`src/rtl/booth_mul_4bit.sv`:
```
// Purpose: sequential signed radix-2 Booth multiplier (add/sub step, then arithmetic right shift per cycle).
// Latency: WIDTH cycles in CALC after the accept edge; done pulses for one cycle with product valid.
// Backpressure: none; start is accepted only when busy=0 (IDLE or DONE), otherwise ignored.
// Optional feature: define MUL_OVF_EN to add the ovf output (product does not fit in WIDTH signed bits).
module booth_mul_4bit #(
    parameter int WIDTH = 4
) (
    input  logic                 clk,
    input  logic                 rst_n,
    input  logic                 start,
    input  logic [WIDTH-1:0]     a,
    input  logic [WIDTH-1:0]     b,
    output logic                 busy,
    output logic                 done,
    output logic [2*WIDTH-1:0]   product
`ifdef MUL_OVF_EN
    ,
    output logic                 ovf
`endif
);

    localparam int CNT_W = (WIDTH > 2) ? $clog2(WIDTH) : 1;

    typedef enum logic [1:0] {
        IDLE = 2'd0,
        CALC = 2'd1,
        DONE = 2'd2
    } state_t;

    state_t               state_q, state_d;
    logic [WIDTH:0]       m_q, m_d;      // sign-extended multiplicand
    logic [WIDTH:0]       acc_q, acc_d;  // one guard bit so -2^(WIDTH-1) never overflows
    logic [WIDTH-1:0]     q_q, q_d;
    logic                 q1_q, q1_d;
    logic [CNT_W-1:0]     cnt_q, cnt_d;
    logic                 busy_q, busy_d;
    logic                 done_q, done_d;
    logic [2*WIDTH-1:0]   product_q, product_d;
`ifdef MUL_OVF_EN
    logic                 ovf_q, ovf_d;
`endif

    // Booth step datapath intermediates
    logic [WIDTH:0]       acc_sum;
    logic [WIDTH:0]       acc_sh;
    logic [WIDTH-1:0]     q_sh;
    logic [2*WIDTH-1:0]   prod_nxt;

    // Next-state logic: operand latch on accept, one Booth iteration per CALC cycle
    always_comb begin
        state_d   = state_q;
        m_d       = m_q;
        acc_d     = acc_q;
        q_d       = q_q;
        q1_d      = q1_q;
        cnt_d     = cnt_q;
        busy_d    = busy_q;
        done_d    = done_q;
        product_d = product_q;
`ifdef MUL_OVF_EN
        ovf_d     = ovf_q;
`endif

        // Add/subtract M according to the {Q[0], q_1} pair; subtract is ~M with carry-in 1
        case ({q_q[0], q1_q})
            2'b01:   acc_sum = acc_q + m_q;
            2'b10:   acc_sum = acc_q + ~m_q + {{WIDTH{1'b0}}, 1'b1};
            default: acc_sum = acc_q;
        endcase
        // Arithmetic right shift of {ACC, Q, q_1}; ACC MSB is replicated
        acc_sh   = {acc_sum[WIDTH], acc_sum[WIDTH:1]};
        q_sh     = {acc_sum[0], q_q[WIDTH-1:1]};
        prod_nxt = {acc_sh[WIDTH-1:0], q_sh};

        case (state_q)
            IDLE, DONE: begin
                done_d = 1'b0;
                if (start) begin
                    state_d = CALC;
                    m_d     = {a[WIDTH-1], a};
                    q_d     = b;
                    q1_d    = 1'b0;
                    acc_d   = '0;
                    cnt_d   = '0;
                    busy_d  = 1'b1;
                end else begin
                    state_d = IDLE;
                end
            end
            CALC: begin
                acc_d = acc_sh;
                q_d   = q_sh;
                q1_d  = q_q[0];
                cnt_d = cnt_q + 1'b1;
                if (cnt_q == CNT_W'(WIDTH - 1)) begin
                    state_d   = DONE;
                    busy_d    = 1'b0;
                    done_d    = 1'b1;
                    product_d = prod_nxt;
`ifdef MUL_OVF_EN
                    ovf_d     = !((&prod_nxt[2*WIDTH-1:WIDTH-1]) ||
                                  (~|prod_nxt[2*WIDTH-1:WIDTH-1]));
`endif
                end
            end
            default: begin
                state_d = IDLE;
                busy_d  = 1'b0;
                done_d  = 1'b0;
            end
        endcase
    end

    // State and output registers with synchronous active-low reset
    always_ff @(posedge clk) begin
        if (!rst_n) begin
            state_q   <= IDLE;
            m_q       <= '0;
            acc_q     <= '0;
            q_q       <= '0;
            q1_q      <= 1'b0;
            cnt_q     <= '0;
            busy_q    <= 1'b0;
            done_q    <= 1'b0;
            product_q <= '0;
`ifdef MUL_OVF_EN
            ovf_q     <= 1'b0;
`endif
        end else begin
            state_q   <= state_d;
            m_q       <= m_d;
            acc_q     <= acc_d;
            q_q       <= q_d;
            q1_q      <= q1_d;
            cnt_q     <= cnt_d;
            busy_q    <= busy_d;
            done_q    <= done_d;
            product_q <= product_d;
`ifdef MUL_OVF_EN
            ovf_q     <= ovf_d;
`endif
        end
    end

    assign busy    = busy_q;
    assign done    = done_q;
    assign product = product_q;
`ifdef MUL_OVF_EN
    assign ovf     = ovf_q;
`endif

endmodule

```
`config.mk`:
```
export PLATFORM = sky130hd
export DESIGN_NAME = booth_mul_4bit
export DESIGN_NICKNAME = d
export VERILOG_FILES = /design/src/rtl/booth_mul_4bit.sv
export SDC_FILE = /design/constraint.sdc
export NUM_CORES = 1
export LEC_CHECK = 0
export ABC_CLOCK_PERIOD_IN_PS = 3600
export BUFFER_PORTS_ARGS = -buffer_cell sky130_fd_sc_hd__buf_4
export CAP_MARGIN = 20
export CORE_ASPECT_RATIO = 2
export CORE_UTILIZATION = 55
export DETAILED_ROUTE_END_ITERATION = 16
export PLACE_DENSITY = 0.89
export SETUP_SLACK_MARGIN = 0.05
export SYNTH_ARGS = -nofsm -noshare
export SYNTH_HDL_FRONTEND = slang
export SYNTH_SLANG_ARGS = --single-unit
```
`constraint.sdc`:
```
create_clock -name clk -period 3.6 [get_ports clk]
set_input_delay 1.08 -clock clk [delete_from_list [all_inputs] [get_ports clk]]
set_output_delay 1.08 -clock clk [all_outputs]
set_load 0.01 [all_outputs]
```
### Word-level counts from Yosys, hierarchy flattened

Cells that the tools add are included.

* input port bits: 11
* register bits: 28
* word-level logic and storage cells: 44
* output and inout bits: 10

* mux-type cells: 15
* reduce and logical (&&, ||, !) cells: 8
* bitwise logic cells: 1
* equality and inequality tests: 7
* $add $sub $neg: 4

Operators by type and width (count)
* $pmux 5 s2: 2
* $add 5x5->5: 2
* $reduce_and 2->1: 5
* $pmux 2 s2: 2
* $pmux 4 s2: 1
* $eq 2x2->1 const B: 3
* $add 5x1->5 const B: 1
* $mux 5: 1
* $not 5->5: 1
* $eq 2x1->1 const B: 2
* $mux 1: 4
* $mux 2: 2
* $mux 4: 1
* $ne 2x2->1 const B: 2
* $pmux 1 s2: 2
* $add 2x1->2 const B: 1
* $logic_not 2->1: 1
* $reduce_bool 2->1: 1
* $reduce_or 2->1: 1

### Depth between registers and ports, before layout

Gate-level depths: netlist (run 1).

* depth after elaboration: 5
* mapped depth: 9
* mapped depth without buffers: 9

### Worst setup path before layout (run 1)

No wires, ideal clock.

* path type: input to register
* from: input port start
* to: register q_q[3]
* slack: 1.700 ns
* arrival: 1.785 ns
* required time: 3.485 ns
* path buffers: 1
* setup time: 0.115 ns
* cell stages on the path: 5
* cells stage by stage: nor2b_1 clkbuf_1 a22oi_1 o21ai_0 and2_1

* word-level cells in the longest chain between the ends: 2

Ends and longest elaborated chain
* from (decl): line 10 `input logic start,`
* $ne 2x2->1 (no line)
* $reduce_and 2->1 (no line)
* to (signal assigned): line 133 `q_q <= q_d;`
* to (decl): line 33 `logic [WIDTH-1:0] q_q, q_d;`

No other way between the ends.
A chain may end at the register's enable or synchronous reset.

### Worst setup path in the final report (run 1)

Ends and elaborated chain as after synthesis.

==> reports/qor.csv, run 1 <==
stage,metric,value,unit
worst_setup_path,CP max FO,11,
final_layout,fin util,64.15,%
synth,"top cells by count, synth","nand2_1 (32), dfxtp_1 (27), ha_1 (11)",
status,status,"finished, final reports clean",
clocking,Post-CTS Hold Fix Bufs,0,
clocking,number of setup buffers added after CTS,0,
floorplanning,Boundary Pins,21,
synth,syn nets,191,
sta,final hold viol count,0,
power,Net Switching,0.1593,mW
sta,Least-Margin Pin Slew,758.2,ps
power,switching part of the total,27.04,%
worst_setup_path,Worst Path Buf+Inv,1,
grt,first-pass GRT wire length,4761,µm
flow_run,Max Cap Viol,0,
power,P per Cell Area,361.9,nW/µm²
routing,Total Wirelength,3002,µm
synth,sequential area share after synthesis,36.86,%
grt,largest net degree at the start of global routing,29,
worst_setup_path,Crit. path cell count,6,
routing,Initial DRT Pass Iterations,4,
routing,Antenna Nets Post-Route,0,
synth,synthesized area per cell,8.781,µm²
worst_setup_path,R2R depth,7,
synth,post-synthesis simple-gate area fraction,22.18,%
worst_setup_path,Worst setup SP type,primary input,
clocking,Worst-path clk slew,90,ps
place,HPWL after detailed placement,2270,µm
sta,Slew Limit Fails,0,
sta,worst slew margin relative to its limit,49.35,%
clocking,htree depth,1,
clocking,Longest Clk Path Bufs,2,
synth,"count leader, synth",nand2_1,
worst_setup_path,cell class contributing the biggest share of worst-path delay,simple AND/OR/NAND/NOR gates,
floorplanning,core outline area,2537,µm²
worst_setup_path,WS Path Type,primary input to register,
synth,Cells after Synth,167,
final_layout,share of cells above drive strength 1,14.84,%
worst_setup_path,slowest CP cell,nor2b_1,
floorplanning,die area,2889,µm²
synth,Seq cells post-synth,27,
power,combinational share of power,16.5,%
routing,DR vias,1208,
clocking,Clock Sinks,27,
final_layout,Synth-to-Final Area Change,11.01,%
floorplanning,die width,38.51,µm
synth,XOR/XNOR Fraction of Synth Area,0.5973,%
routing,Wirelength per Cell,14.30,µm
final_layout,post-layout net count,207,
synth,asr flop ratio synth,0,%
sta,minimum clock period,2288,ps
worst_hold_path,HP Class,register to register,
worst_hold_path,Worst Hold Depth,2,
place,number of I/O port buffers,20,
power,power share of the sequential group,54.4,%
routing,via-per-instance ratio,5.752,
routing,DRC errors left,0,
synth,Syn. warnings,0,
power,Clock power frac,29.1,%
grt,Overflow after GRT,0,
worst_setup_path,Critical Path Max Stage Delay,610,ps
synth,Post-Synth Adder-Cell Area,12.12,%
floorplanning,# rows,26,
power,Int Pwr,0.4298,mW
clocking,Root Buffer,clkbuf_8,
synth,"Primary FF master, synth",dfxtp_1,
synth,post-synth top area cell,dfxtp_1,
synth,Synth top area share,36.86,%
synth,Compound-Gate Fraction of Synth Area,20.73,%
worst_setup_path,crit end category,register,
sta,Final period util,63.55,%
grt,initial antenna violation count,0,
sta,clock skew,4.690,ps
synth,Synth cell types,36,
sta,Achievable Freq,437.1,MHz
power,VDD IR-drop max,0.3069,mV
worst_setup_path,Worst EP required,3780,ps
synth,top post-synthesis cells by area,"dfxtp_1 (37%), ha_1 (9.4%), nand2_1 (8.2%), a21boi_1 (4.6%), nor2b_1 (3.4%)",
place,final RePlAce weighted congestion,0.8548,
power,total leakage power,0.7079,nW
clocking,total CTS buffers,3,
clocking,CTS resizes,0,
place,pre-CTS setup slack,1014,ps
sta,# setup viols final,0,
synth,Post-synth EDFFs,0,
sta,setup TNS,0,ps
synth,Mapped Area,1466,µm²
worst_setup_path,CP Cell Sequence,"buf_4, nor2b_1, nor2_1, a22oi_1, o21ai_0, and2_1",
worst_setup_path,Critical Path AT,2470,ps
clocking,CTS tree,yes,
routing,drt initial violations,36,
synth,main combinational cell family by area after synthesis,simple AND/OR/NAND/NOR gates,
grt,vias in the first global route,1135,
clocking,insertion delay to the later sink of the worst-skew pair,280,ps
floorplanning,initial core utilization,57.79,%
floorplanning,Die H,75.02,µm
sta,final setup margin,1312,ps
sta,RSZ-0062 raised after global routing,no,
final_layout,n_diodes,0,
synth,mux cell area share after synthesis,0.6826,%
grt,GRT Util Overall,22.80,%
[kinds of logic (layout without fill, tap and decap cells)]
logic type	count (synthesis)	count (layout)
buffers and inverters	17	32
adders and majority gates	13	13
xor gates and xnor gates	1	1
DFF	27	27
muxes	1	1
AOI/OAI and AO/OA	41	41
and+or+nand+nor	67	67
[final cells by class]
class | count | area (µm²)
Timing Repair Buffer | 20 | 150.1
Clock inverter | 1 | 5.005
Sequential cell | 27 | 540.5
Inverter | 8 | 30.03
Tap cell | 28 | 35.03
Multi-Input combinational cell | 123 | 825.8
Fill cell | 220 | 909.6
Clock buffer | 3 | 41.29
[per-stage QoR]
step	hold slack, ps	power, mW	cell area (µm²)	instances
floorplan	443.6	0.4019	1466	167
global placement	442.2	0.4176	1582	206
detailed placement	450.2	0.4230	1582	206
CTS	461.9	0.5913	1628	210
global route	482.1	0.6100	1628	210
finish	459.4	0.5891	1628	210
[state kept, by name, indices dropped and copies added, names as in the netlist]
name and count:
product 8, acc_q 4, m_q 4, q_q 4
cnt_q 2, state_q 2, busy 1, done 1
q1_q 1
[tightest hold or removal path: stages (launching register included)]
cell and delay [ps]:
dfxtp_1 320, nand2_1 50, a21boi_1 50
[layout by cell type, fill, tap and decap left out, types with 2 or more instances in the layout]
| cell | n |
|---|---|
| a21boi_1 | 9 |
| inv_1 | 8 |
| dfxtp_1 | 27 |
| nand2_1 | 32 |
| clkbuf_8 | 3 |
| a21oi_1 | 5 |
| fa_1 | 2 |
| buf_4 | 20 |
| ha_1 | 11 |
| o211ai_1 | 2 |
| o211a_1 | 4 |
| nand2b_1 | 4 |
| o21ai_1 | 2 |
| a32oi_1 | 2 |
| o21ai_0 | 6 |
| a22oi_1 | 5 |
| o31ai_1 | 2 |
| nor2b_1 | 8 |
| nor2_1 | 5 |
| and2_1 | 3 |
| nand3_1 | 8 |
[per-layer routing]
metal	vias to the layer above	wire length (µm)	track usage, %
li1	603	-	-
met1	566	1217	25.62
met2	28	1599	39.26
met3	11	81	2.655
met4	0	103	13.41
met5	-	0	0
[worst paths after layout]
check             slack (ps)                       to                    start
setup / recovery        1310      q_q[3]$_SDFFE_PN0P_                    start
setup reg to reg        1550    acc_q[2]$_SDFFE_PN0P_      m_q[1]$_SDFFE_PN0P_
hold reg to reg          460  product[7]$_SDFFE_PN0P_  product[7]$_SDFFE_PN0P_
hold / removal           460  product[7]$_SDFFE_PN0P_  product[7]$_SDFFE_PN0P_
[power by group through the flow]
stage,sequential (mW),clock [mW],combinational [mW]
2_1_floorplan,0.325,0,0.0771
3_5_place_dp,0.327,0,0.0959
3_3_place_gp,0.326,0,0.0912
4_1_cts,0.320,0.175,0.0962
6_report,0.320,0.171,0.0974
5_1_grt,0.322,0.180,0.108
(Power assumes the default switching activity.)
==> run 2, diff against run 1 <==
- ABC_CLOCK_PERIOD_IN_PS: 3600 -> 2320
- clock period: 3.6 -> 2.32 ns (I/O delays scaled with it)
==> reports/qor.csv, run 2 (synthesis gave the netlist of run 1 again) <==
stage,metric,value,unit,change
routing,Total Wirelength,3255,µm,was 3002 µm
routing,Initial DRT Pass Iterations,4,,unchanged
grt,GRT Util Overall,26.24,%,was 22.80%
sta,RSZ-0062 raised after global routing,no,,unchanged
final_layout,post-layout net count,209,,was 207
routing,DR vias,1246,,was 1208
place,pre-CTS setup slack,356.6,ps,was 1014 ps
grt,initial antenna violation count,0,,unchanged
power,P per Cell Area,560.2,nW/µm²,was 361.9 nW/µm²
routing,drt initial violations,63,,was 36
power,total leakage power,0.7179,nW,was 0.7079 nW
clocking,insertion delay to the later sink of the worst-skew pair,270,ps,was 280 ps
worst_setup_path,Setup crit start,m_q[1]$_SDFFE_PN0P_,,was start
worst_setup_path,register-to-register setup slack,320,ps,was 1550 ps
sta,final setup margin,324.2,ps,was 1312 ps
clocking,Longest Clk Path Bufs,2,,unchanged
final_layout,"most common cell after layout, fill and taps aside",nand2_1,,unchanged
worst_hold_path,HP Start,product[0]$_SDFFE_PN0P_,,was product[7]$_SDFFE_PN0P_
sta,clock skew,6.156,ps,was 4.690 ps
grt,largest net degree at the start of global routing,29,,unchanged
worst_setup_path,worst flop-to-flop path startpoint,m_q[1]$_SDFFE_PN0P_,,unchanged
status,status,"finished, final reports clean",,unchanged
final_layout,Largest register FFs,8,,unchanged
worst_setup_path,crit end category,register,,unchanged
place,placed cell area,1597,µm²,was 1582 µm²
worst_setup_path,CP max FO,4,,was 11
final_layout,area of the multi-input gates,825.8,µm²,unchanged
clocking,CTS tree,yes,,unchanged
final_layout,Sequential cell area,540.5,µm²,unchanged
clocking,htree depth,1,,unchanged
floorplanning,initial core utilization,57.79,%,unchanged
sta,final hold viol count,0,,unchanged
grt,first-pass GRT wire length,5437,µm,was 4761 µm
sta,Achievable Freq,501.1,MHz,
clocking,Clock Sinks,27,,unchanged
grt,vias in the first global route,1209,,was 1135
floorplanning,die area,2889,µm²,unchanged
sta,Final period util,86.02,%,
clocking,total CTS buffers,3,,unchanged
final_layout,fill count,212,,was 220
floorplanning,Boundary Pins,21,,unchanged
worst_setup_path,WS Path Type,register to register,,was primary input to register
power,Pwr Total,0.9203,mW,was 0.5891 mW
worst_setup_path,Worst setup SP type,register,,was primary input
final_layout,Finished Cell Area,1643,µm²,was 1628 µm²
place,final RePlAce weighted congestion,0.8737,,was 0.8548
worst_setup_path,Worst EP required,2470,ps,was 3780 ps
clocking,CTS resizes,0,,unchanged
floorplanning,core outline area,2537,µm²,unchanged
worst_hold_path,HP Class,register to register,,unchanged
power,VDD IR-drop max,0.5073,mV,was 0.3069 mV
place,number of I/O port buffers,20,,unchanged
sta,setup TNS,0,ps,unchanged
clocking,Root Buffer,clkbuf_8,,unchanged
routing,via-per-instance ratio,5.877,,was 5.752
sta,# setup viols final,0,,unchanged
final_layout,most frequent cells in the layout,"nand2_1 (32), dfxtp_1 (27), buf_4 (22), ha_1 (11), a21boi_1 (9)",,"was nand2_1 (32), dfxtp_1 (27), buf_4 (20), ha_1 (11), a21boi_1 (9)"
routing,Antenna Nets Post-Route,0,,unchanged
sta,worst slew margin relative to its limit,58.86,%,was 49.35%
sta,minimum clock period,1996,ps,
final_layout,n_diodes,0,,unchanged
sta,Slew Limit Fails,0,,unchanged
floorplanning,die width,38.51,µm,unchanged
clocking,Worst-path clk slew,90,ps,about the same
floorplanning,Die H,75.02,µm,unchanged
worst_setup_path,Critical Path AT,2150,ps,was 2470 ps
flow_run,Max Cap Viol,0,,unchanged
floorplanning,# rows,26,,unchanged
final_layout,Synth-to-Final Area Change,12.03,%,was 11.01%
place,HPWL after detailed placement,2521,µm,was 2270 µm
clocking,Post-CTS Hold Fix Bufs,0,,unchanged
routing,Wirelength per Cell,15.35,µm,was 14.30 µm
grt,Overflow after GRT,0,,unchanged
clocking,number of setup buffers added after CTS,0,,unchanged
routing,DRC errors left,0,,unchanged
sta,Least-Margin Pin Slew,615.9,ps,was 758.2 ps
final_layout,share of cells above drive strength 1,15.76,%,was 14.84%
-- run 2: changes by cell type in the layout (fill, tap and decap cells not counted) --
cell	before	now
buf_4	20	22
-- run 2: final cells by class --
| type | instances | share of cell area [%] |
|---|---|---|
| clock buffer | 3 | 2.513 |
| clock inverter | 1 | 0.3046 |
| inverter | 8 | 1.828 |
| multi-input combinational | 123 | 50.27 |
| sequential | 27 | 32.90 |
| tap | 28 | 2.133 |
| timing repair buffer | 22 | 10.05 |
-- run 2: worst max-delay path: stages (launching register included) --
cell      delay [ps]
dfxtp_1          410
inv_1            110
ha_1             320
nor2b_1          140
o21a_1           170
or3_1            320
a311oi_2         300
o31ai_1          120
-- run 2: power breakdown --
group | internal (mW) | switching (mW)
Clock | 0.120 | 0.147
Sequential | 0.481 | 0.0157
Combinational | 0.0688 | 0.0871
Total | 0.670 | 0.250
-- run 2: worst paths after layout --
path | end | cells after the start
max | acc_q[2]$_SDFFE_PN0P_ | 7
min | product[0]$_SDFFE_PN0P_ | 2
max reg2reg | acc_q[2]$_SDFFE_PN0P_ | 7
min reg2reg | product[0]$_SDFFE_PN0P_ | 2
-- run 2: through the flow --
| step | hold WS, ps | instances | util [%] |
|---|---|---|---|
| after CTS | 461.2 | 212 | 64.74 |
| after floorplan | 443.6 | 167 | - |
| after detailed placement | 448.7 | 208 | 62.92 |
| final | 459.6 | 212 | 64.74 |
| after global placement | 441.0 | 208 | 62.92 |
| after global routing | 490.1 | 212 | 64.74 |
-- run 2: per-layer routing --
layer  global-route usage [%]  wire [µm]  part of all wire [%]
met5                        0          0                     0
met4                    10.73         61                   1.9
met3                    2.065         42                   1.3
met1                    29.03       1222                    38
met2                    48.52       1928                    59
